[src/rtl/mul_seq_ctrl.sv]
// mul_seq_ctrl
// Sequencing controller for a 2-cycle radix-4 Booth multiplier (signed a*b)
// in the RV32IM M-extension path. It takes one request at a time and holds
// its operands on mul_x/mul_y. It applies the upper-word correction for
// MULHSU/MULHU, then returns the 32-bit result with its destination tag.
// A one-entry operand/product cache lets a MULH followed by a MUL on the
// same operands finish in a single cycle.
//
// Ports:
//   CLK, RST_N           clock (rising edge), async active-low reset
//   req_valid/req_ready  request handshake (ready only while idle)
//   req_op               00 MUL, 01 MULH, 10 MULHSU, 11 MULHU
//   req_a, req_b         rs1 / rs2 values
//   req_tag              destination tag, returned unchanged
//   kill                 pipeline flush, aborts any in-flight operation
//   mul_x, mul_y         operands to the multiplier
//   mul_p                signed 64-bit product from the multiplier
//   rsp_valid/rsp_ready  response handshake
//   rsp_data, rsp_tag    result and its tag
`timescale 1ns/1ps
module mul_seq_ctrl #(
   parameter int XLEN = 32,
   parameter int TAGW = 5
) (
   input  logic              CLK,
   input  logic              RST_N,
   input  logic              req_valid,
   output logic              req_ready,
   input  logic [1:0]        req_op,
   input  logic [XLEN-1:0]   req_a,
   input  logic [XLEN-1:0]   req_b,
   input  logic [TAGW-1:0]   req_tag,
   input  logic              kill,
   output logic [XLEN-1:0]   mul_x,
   output logic [XLEN-1:0]   mul_y,
   input  logic [2*XLEN-1:0] mul_p,
   output logic              rsp_valid,
   input  logic              rsp_ready,
   output logic [XLEN-1:0]   rsp_data,
   output logic [TAGW-1:0]   rsp_tag
);

   localparam logic [2:0] S_IDLE = 3'd0;
   localparam logic [2:0] S_M1   = 3'd1;
   localparam logic [2:0] S_M2   = 3'd2;
   localparam logic [2:0] S_FIX  = 3'd3;
   localparam logic [2:0] S_RESP = 3'd4;

   localparam logic [1:0] OP_MUL    = 2'b00;
   localparam logic [1:0] OP_MULH   = 2'b01;
   localparam logic [1:0] OP_MULHSU = 2'b10;
   localparam logic [1:0] OP_MULHU  = 2'b11;

   // The multiplier always forms the signed product. An operand treated as
   // unsigned with its top bit set is really worth 2^XLEN more, so the other
   // operand must be added into the upper word (mod 2^XLEN).
   function automatic logic [XLEN-1:0] fix_result(
      input logic [1:0]        op,
      input logic [2*XLEN-1:0] p,
      input logic [XLEN-1:0]   a,
      input logic [XLEN-1:0]   b
   );
      logic [XLEN-1:0] hi;
      logic [XLEN-1:0] adj_a;
      logic [XLEN-1:0] adj_b;
      hi    = p[2*XLEN-1:XLEN];
      adj_a = b[XLEN-1] ? a : {XLEN{1'b0}};
      adj_b = a[XLEN-1] ? b : {XLEN{1'b0}};
      case (op)
         OP_MUL:    fix_result = p[XLEN-1:0];
         OP_MULH:   fix_result = hi;
         OP_MULHSU: fix_result = hi + adj_a;
         OP_MULHU:  fix_result = hi + adj_a + adj_b;
         default:   fix_result = hi;
      endcase
   endfunction

   logic [2:0]        state_q, state_d;
   logic              req_ready_q, req_ready_d;
   logic [1:0]        op_q, op_d;
   logic [XLEN-1:0]   a_q, a_d;
   logic [XLEN-1:0]   b_q, b_d;
   logic [TAGW-1:0]   tag_q, tag_d;
   logic              hit_q, hit_d;
   logic              cache_vld_q, cache_vld_d;
   logic [XLEN-1:0]   cache_a_q, cache_a_d;
   logic [XLEN-1:0]   cache_b_q, cache_b_d;
   logic [2*XLEN-1:0] cache_p_q, cache_p_d;
   logic              rsp_valid_q, rsp_valid_d;
   logic [XLEN-1:0]   rsp_data_q, rsp_data_d;
   logic [TAGW-1:0]   rsp_tag_q, rsp_tag_d;
   logic [2*XLEN-1:0] raw_p_s;

   // Next-state logic for the sequencer, operand latch, cache and response.
   always_comb begin
      state_d     = state_q;
      op_d        = op_q;
      a_d         = a_q;
      b_d         = b_q;
      tag_d       = tag_q;
      hit_d       = hit_q;
      cache_vld_d = cache_vld_q;
      cache_a_d   = cache_a_q;
      cache_b_d   = cache_b_q;
      cache_p_d   = cache_p_q;
      rsp_valid_d = rsp_valid_q;
      rsp_data_d  = rsp_data_q;
      rsp_tag_d   = rsp_tag_q;
      raw_p_s     = hit_q ? cache_p_q : mul_p;

      if (kill) begin
         // Flush wins over everything; the cache keeps its contents because
         // they depend only on the operands.
         state_d     = S_IDLE;
         rsp_valid_d = 1'b0;
      end else begin
         case (state_q)
            S_IDLE: begin
               if (req_valid) begin
                  op_d  = req_op;
                  a_d   = req_a;
                  b_d   = req_b;
                  tag_d = req_tag;
                  hit_d = cache_vld_q && (req_a == cache_a_q) && (req_b == cache_b_q);
                  state_d = hit_d ? S_FIX : S_M1;
               end else begin
                  state_d = S_IDLE;
               end
            end
            S_M1: state_d = S_M2;
            S_M2: state_d = S_FIX;
            S_FIX: begin
               rsp_data_d  = fix_result(op_q, raw_p_s, a_q, b_q);
               rsp_tag_d   = tag_q;
               rsp_valid_d = 1'b1;
               state_d     = S_RESP;
               if (!hit_q) begin
                  cache_vld_d = 1'b1;
                  cache_a_d   = a_q;
                  cache_b_d   = b_q;
                  cache_p_d   = raw_p_s;
               end else begin
                  cache_vld_d = cache_vld_q;
               end
            end
            S_RESP: begin
               if (rsp_ready) begin
                  rsp_valid_d = 1'b0;
                  state_d     = S_IDLE;
               end else begin
                  state_d = S_RESP;
               end
            end
            default: begin
               state_d     = S_IDLE;
               rsp_valid_d = 1'b0;
            end
         endcase
      end
      req_ready_d = (state_d == S_IDLE);
   end

   // Sequencer, operand, cache and response registers.
   always_ff @(posedge CLK or negedge RST_N) begin
      if (!RST_N) begin
         state_q     <= S_IDLE;
         req_ready_q <= 1'b1;
         op_q        <= 2'b00;
         a_q         <= {XLEN{1'b0}};
         b_q         <= {XLEN{1'b0}};
         tag_q       <= {TAGW{1'b0}};
         hit_q       <= 1'b0;
         cache_vld_q <= 1'b0;
         cache_a_q   <= {XLEN{1'b0}};
         cache_b_q   <= {XLEN{1'b0}};
         cache_p_q   <= {(2*XLEN){1'b0}};
         rsp_valid_q <= 1'b0;
         rsp_data_q  <= {XLEN{1'b0}};
         rsp_tag_q   <= {TAGW{1'b0}};
      end else begin
         state_q     <= state_d;
         req_ready_q <= req_ready_d;
         op_q        <= op_d;
         a_q         <= a_d;
         b_q         <= b_d;
         tag_q       <= tag_d;
         hit_q       <= hit_d;
         cache_vld_q <= cache_vld_d;
         cache_a_q   <= cache_a_d;
         cache_b_q   <= cache_b_d;
         cache_p_q   <= cache_p_d;
         rsp_valid_q <= rsp_valid_d;
         rsp_data_q  <= rsp_data_d;
         rsp_tag_q   <= rsp_tag_d;
      end
   end

   assign req_ready = req_ready_q;
   assign mul_x     = a_q;
   assign mul_y     = b_q;
   assign rsp_valid = rsp_valid_q;
   assign rsp_data  = rsp_data_q;
   assign rsp_tag   = rsp_tag_q;

endmodule
[config.mk]
export PLATFORM = sky130hd
export DESIGN_NAME = mul_seq_ctrl
export DESIGN_NICKNAME = d
export VERILOG_FILES = /design/src/rtl/mul_seq_ctrl.sv
export SDC_FILE = /design/constraint.sdc
export NUM_CORES = 1
export LEC_CHECK = 0
export ABC_AREA = 0
export CAP_MARGIN = 20
export CORE_ASPECT_RATIO = 0.9
export CORE_MARGIN = 2
export CORE_UTILIZATION = 50
export CTS_BUF_LIST = sky130_fd_sc_hd__clkbuf_8
export CTS_CLUSTER_SIZE = 40
export DETAILED_ROUTE_END_ITERATION = 10
export PLACE_DENSITY_LB_ADDON = 0.12
export REMOVE_ABC_BUFFERS = 1
export SLEW_MARGIN = 15
export SYNTH_ARGS = -nofsm -noshare
export SYNTH_HDL_FRONTEND = slang
export SYNTH_SLANG_ARGS = --single-unit
[constraint.sdc]
create_clock -name CLK -period 5.8 [get_ports CLK]
set_input_delay 0.87 -clock CLK [delete_from_list [all_inputs] [get_ports CLK]]
set_output_delay 0.87 -clock CLK [all_outputs]
set_load 0.01 [all_outputs]
==> impl_metrics.json, run 1 <==
{
  "synth-seq-area-share_pct": 40.64,
  "cp_data_arrival_time_ns": 5.92,
  "cts.clk_slew.worst_paths_ns": 0.07,
  "drive_gt1_share_pct": 23.37,
  "ioPinCount": 243,
  "syn_avg_cell_area_um2": 10.49,
  "cts_root_buf": "clkbuf_8",
  "clk_latency_ns": 0.55,
  "die_w_um": 186.4,
  "cp-end-kind": "flip-flop",
  "place_congestion": 0.9181,
  "dp.cells": 2086,
  "htree_levels": 2,
  "nets": 1934,
  "core.rowCount": 60,
  "nFillCells": 2441,
  "finalSetupTns_ns": 0,
  "overflow": 0,
  "p_per_area_nw_per_um2": 458.2,
  "drc": 0,
  "slew_viol_final": 0,
  "cts_setup_buffers": 0,
  "grt_antenna_before_repair": 3,
  "worst_setup_path_start_kind": "flip-flop",
  "final_cell_mix": "dfrtp_1, clkdlybuf4s50_1, mux2_2, nand2_1, buf_4",
  "r2r_start": "hit_q",
  "final_period_minus_worst_setup_slack_ns": 5.494,
  "setup_viol": 0,
  "post-route-period-util_pct": 94.73,
  "drt_iter0_markers": 821,
  "hold_class": "in2async",
  "vias": 12320,
  "wirelength_mm": 46.59,
  "drt-vias-per-instance": 5.678,
  "criticalPathCategory": "reg2reg",
  "grtUsageTotal_pct": 29.78,
  "status": "complete, no violations",
  "area_delta_synth_final_pct": 28.83,
  "place_hpwl_mm": 35.65,
  "fin_cells": 2169,
  "wl_per_cell_um": 21.48,
  "rsz0062_at_grt": "no",
  "rrSetupSlack_ns": 0.31,
  "dieHeight_um": 168.1,
  "clkSinkCount": 243,
  "grt_pass1_wl_mm": 72.46,
  "cts_tree": "done",
  "grt_max_degree": 104,
  "r2r-end": "rsp_data[21]",
  "ir_drop_mv": 0.2736,
  "skew_ns": 0.01656,
  "syn_area_um2": 14960,
  "ys_types": 74,
  "p_leak_nw": 8.492,
  "ys_ff_latch": 243,
  "synth_edf_count": 0,
  "start_util_pct": 50.46,
  "grt_pass1_vias": 12470,
  "ys.flop_type": "dfrtp_1",
  "hold_buffers": 0,
  "rr_worst_depth": 21,
  "clockBufferDepth": 3,
  "maxCapViolCount": 0,
  "worst_pin_slew_ns": 1.021,
  "cp_max_fo": 25,
  "yosys_warnings": 0,
  "die-area_um2": 31330,
  "io_buffers": 242,
  "crit_required_ns": 6.23,
  "slew_headroom_pct": 31.90,
  "post_cts_resized": 0,
  "max_freq_ghz": 0.1820,
  "synth-async-reset-ratio_pct": 100.0,
  "core_area_um2": 29650,
  "hold_viol": 0,
  "postRouteAntennaNets": 0,
  "numCtsBuffers": 43,
  "dr.pass1.iters": 5,
  "syn_inst": 1426
}
[state kept, by name, indices dropped and copies added, names as in the netlist, 2 cells and up]
signal and count:
mul_x 32, mul_y 32, rsp_tag 5, cache_a_q 32
cache_b_q 32, rsp_data 32, op_q 2, cache_p_q 64
state_q 3, tag_q 5
[worst max-delay path by stage]
stage / depth (start not counted) / slack (ns) / to / from
after global placement: 21 / -0.05 / rsp_data[21] / mul_p[32]
final: 21 / 0.31 / rsp_data[21] / hit_q
after floorplan: 4 / -2.39 / cache_a_q[0] / kill
after global routing: 21 / 0.01 / rsp_data[21] / hit_q
after detailed placement: 20 / -0.11 / rsp_data[21] / mul_p[32]
after CTS: 21 / 0.36 / rsp_data[21] / hit_q
[synth_stat cells (all sizes together) (43+ instances only)]
| master | instances | share of area [%] |
|---|---|---|
| dfrtp | 242 | 40 |
| ha | 64 | 5.4 |
| clkbuf | 58 | 1.5 |
| nand2 | 116 | 2.9 |
| xnor2 | 55 | 3.2 |
| xor2 | 43 | 2.5 |
| o21ai | 79 | 2.6 |
| a21oi | 76 | 2.5 |
| nor2 | 72 | 1.8 |
| inv | 45 | 1.1 |
| and2 | 63 | 2.6 |
| mux2 | 229 | 17 |
[layer usage]
| layer | share of wire [%] | global-route usage, % |
|---|---|---|
| met4 | 1.8 | 6.748 |
| met5 | 0 | 0 |
| met1 | 48 | 44.45 |
| met3 | 8.0 | 7.150 |
| met2 | 42 | 43.74 |
[layout make-up]
cell class	instances	area [um^2]	share of cell area, %
sequential	243	6086	31.57
inverter	45	168.9	0.8762
antenna	3	7.507	0.03894
clock inverter	23	152.6	0.7918
timing repair buffer	324	3093	16.04
clock buffer	57	784.5	4.069
tap	403	504.2	2.616
multi-input combinational	1071	8482	44.00
[cells by family after synthesis]
| kind of cell | count (synthesis) | synth area share [%] |
|---|---|---|
| AOI/OAI and AO/OA | 287 | 12.61 |
| xor gates and xnor gates | 98 | 5.736 |
| adders and majority gates | 66 | 5.619 |
| buffers and inverters | 112 | 2.818 |
| DFF | 243 | 40.64 |
| muxes | 268 | 21.20 |
| and+or+nand+nor | 352 | 11.37 |
[worst max-delay path, cell delays in order (launching register included)]
cell,delay [ns]
dfrtp_4,0.66
buf_4,0.22
mux2i_1,0.27
inv_1,0.12
ha_1,0.35
o21a_1,0.16
a21oi_1,0.10
nor3_1,0.28
o21bai_1,0.14
a21oi_1,0.26
nor2b_1,0.09
o21ai_0,0.32
xor2_1,0.26
ha_1,0.29
nor3_1,0.17
nor2_1,0.10
and2_1,0.20
a2111oi_4,0.37
nor3_2,0.11
xor2_1,0.15
mux4_2,0.45
mux2_4,0.26
[power by group]
group | switching [mW] | internal (mW)
Clock | 0.730 | 0.970
Combinational | 2.19 | 2.23
Sequential | 0.434 | 2.28
[stage by stage]
stage | util, % | setup WS [ns] | power [mW] | cell area [um^2] | hold WS (ns)
5_1_grt | 64.99 | 0.01381 | 9.401 | 19270 | 0.3743
3_3_place_gp | 61.83 | -0.04607 | 7.040 | 18330 | 0.4436
6_report | 65.01 | 0.3058 | 8.834 | 19280 | 0.3060
4_1_cts | 64.99 | 0.3631 | 8.837 | 19270 | 0.3661
2_1_floorplan | - | -2.391 | 5.251 | 14710 | 0.4324
3_5_place_dp | 61.83 | -0.1103 | 7.110 | 18330 | 0.4607
Power figures use the tool's default switching activity.
==> inputs of run 2 (changes only) <==
Settings changed: SKIP_CTS_REPAIR_TIMING from default to 1.
==> results of run 2 <==
Same layout as run 1: the final DEF is identical, and so are final timing and power.
==> inputs of run 3 (changes only) <==
Settings changed: CORE_MARGIN 2 to 1, TNS_END_PERCENT from default to 30.
==> impl_metrics.json, run 3 (same netlist as run 1, synthesis figures left out) <==
{
  "status": "complete, no violations",
  "hold_viol": 0,
  "p_per_area_nw_per_um2": 459.0,
  "criticalPathCategory": "reg2reg",
  "rr_worst_depth": 21,
  "clk_latency_ns": 0.56,
  "post-place-ws_ns": -0.09465,
  "slew_headroom_pct": 36.45,
  "final_period_minus_worst_setup_slack_ns": 5.432,
  "skew_ns": 0.02086,
  "place_hpwl_mm": 34.78,
  "core_area_um2": 29160,
  "clockBufferDepth": 3,
  "grtUsageTotal_pct": 30.66,
  "vias": 12360,
  "drive_gt1_share_pct": 22.87,
  "final_core_util_pct": 65.63,
  "power_mw": 8.783,
  "nFillCells": 2375,
  "r2r_start": "hit_q",
  "ir_drop_mv": 0.2526,
  "postRouteAntennaNets": 0,
  "ioPinCount": 243,
  "hold_class": "in2async",
  "dieHeight_um": 166.1,
  "startpoint": "hit_q",
  "worst_pin_slew_ns": 0.9446,
  "grt_antenna_before_repair": 4,
  "cts_root_buf": "clkbuf_8",
  "start_util_pct": 51.32,
  "final_cell_mix": "dfrtp_1, clkdlybuf4s50_1, mux2_2, nand2_1, a21oi_1",
  "cp_max_fo": 20,
  "cp-end-kind": "flip-flop",
  "area_delta_synth_final_pct": 27.88,
  "post-route-period-util_pct": 93.65,
  "place_congestion": 0.9199,
  "grt_pass1_wl_mm": 71.12,
  "overflow": 0,
  "max_freq_ghz": 0.1841,
  "nets": 1924,
  "seqCellArea_um2": 6086,
  "dr.pass1.iters": 6,
  "maxCapViolCount": 0,
  "clkSinkCount": 243,
  "setup_viol": 0,
  "grt_max_degree": 145,
  "crit_required_ns": 6.24,
  "fin_ws_ns": 0.3680,
  "numCtsBuffers": 43,
  "worst_setup_path_start_kind": "flip-flop",
  "drc": 0,
  "wl_per_cell_um": 21.55,
  "multiInputGateArea_um2": 8486,
  "cts.clk_slew.worst_paths_ns": 0.08,
  "cp_data_arrival_time_ns": 5.88,
  "slew_viol_final": 0,
  "io_buffers": 242,
  "largest_reg_flops": 64,
  "rrSetupSlack_ns": 0.37,
  "grt_pass1_vias": 12230,
  "htree_levels": 2,
  "regMostFlops": "cache_p_q",
  "drt-vias-per-instance": 5.755,
  "p_leak_nw": 8.413,
  "wirelength_mm": 46.27,
  "core.rowCount": 59,
  "finalSetupTns_ns": 0,
  "rsz0062_at_grt": "no",
  "cts_tree": "done",
  "die-area_um2": 30630,
  "drt_iter0_markers": 899,
  "die_w_um": 184.4
}
run 3: stage by stage:
step / hold slack, ns / cell area [um^2] / std cells
after floorplan: 0.4324 / 14710 / 1359
after global placement: 0.4433 / 18230 / 2069
after detailed placement: 0.4502 / 18230 / 2069
after CTS: 0.3999 / 19130 / 2145
after global routing: 0.4148 / 19130 / 2145
final: 0.3371 / 19140 / 2147
run 3: worst paths after layout:
path | endpoint
worst min-delay path | op_q[0]
worst min register to register | cache_vld_q
worst max-delay path | rsp_data[21]
min in group CLK | cache_vld_q
worst max register to register | rsp_data[21]
max in group asynchronous | hit_q
run 3: layout make-up:
class	instances	area share, %
Sequential cell	243	31.80
Timing Repair Buffer	314	15.64
Inverter	45	0.8827
Antenna cell	2	0.02615
Tap cell	396	2.589
Clock buffer	58	4.172
Multi-Input combinational cell	1071	44.34
Clock inverter	18	0.5427
run 3: power breakdown:
part	internal (mW)	leakage [nW]	switching (mW)
Sequential	2.28	3.01	0.422
Clock	0.932	0.520	0.725
Combinational	2.21	4.88	2.21
run 3: metal layers:
metal	up-vias	GRT usage (%)	routed length (um)
met3	71	8.224	4151
met1	6071	45.10	21310
li1	5733	-	-
met4	4	7.681	951
met5	-	0	32
met2	476	44.51	19830
run 3: worst max-delay path, stage by stage (launching register included):
cell,delay (ns)
dfrtp_4,0.63
buf_4,0.25
mux2i_1,0.24
inv_1,0.10
ha_1,0.35
o21a_1,0.16
a21oi_1,0.10
nor3_1,0.30
o21bai_1,0.15
a21oi_1,0.28
nor2b_1,0.10
buf_4,0.14
xnor2_1,0.24
ha_1,0.33
a21oi_1,0.19
o21ai_0,0.17
and2_1,0.22
a2111oi_4,0.37
nor3_2,0.11
xor2_1,0.15
mux4_2,0.45
mux2_4,0.26
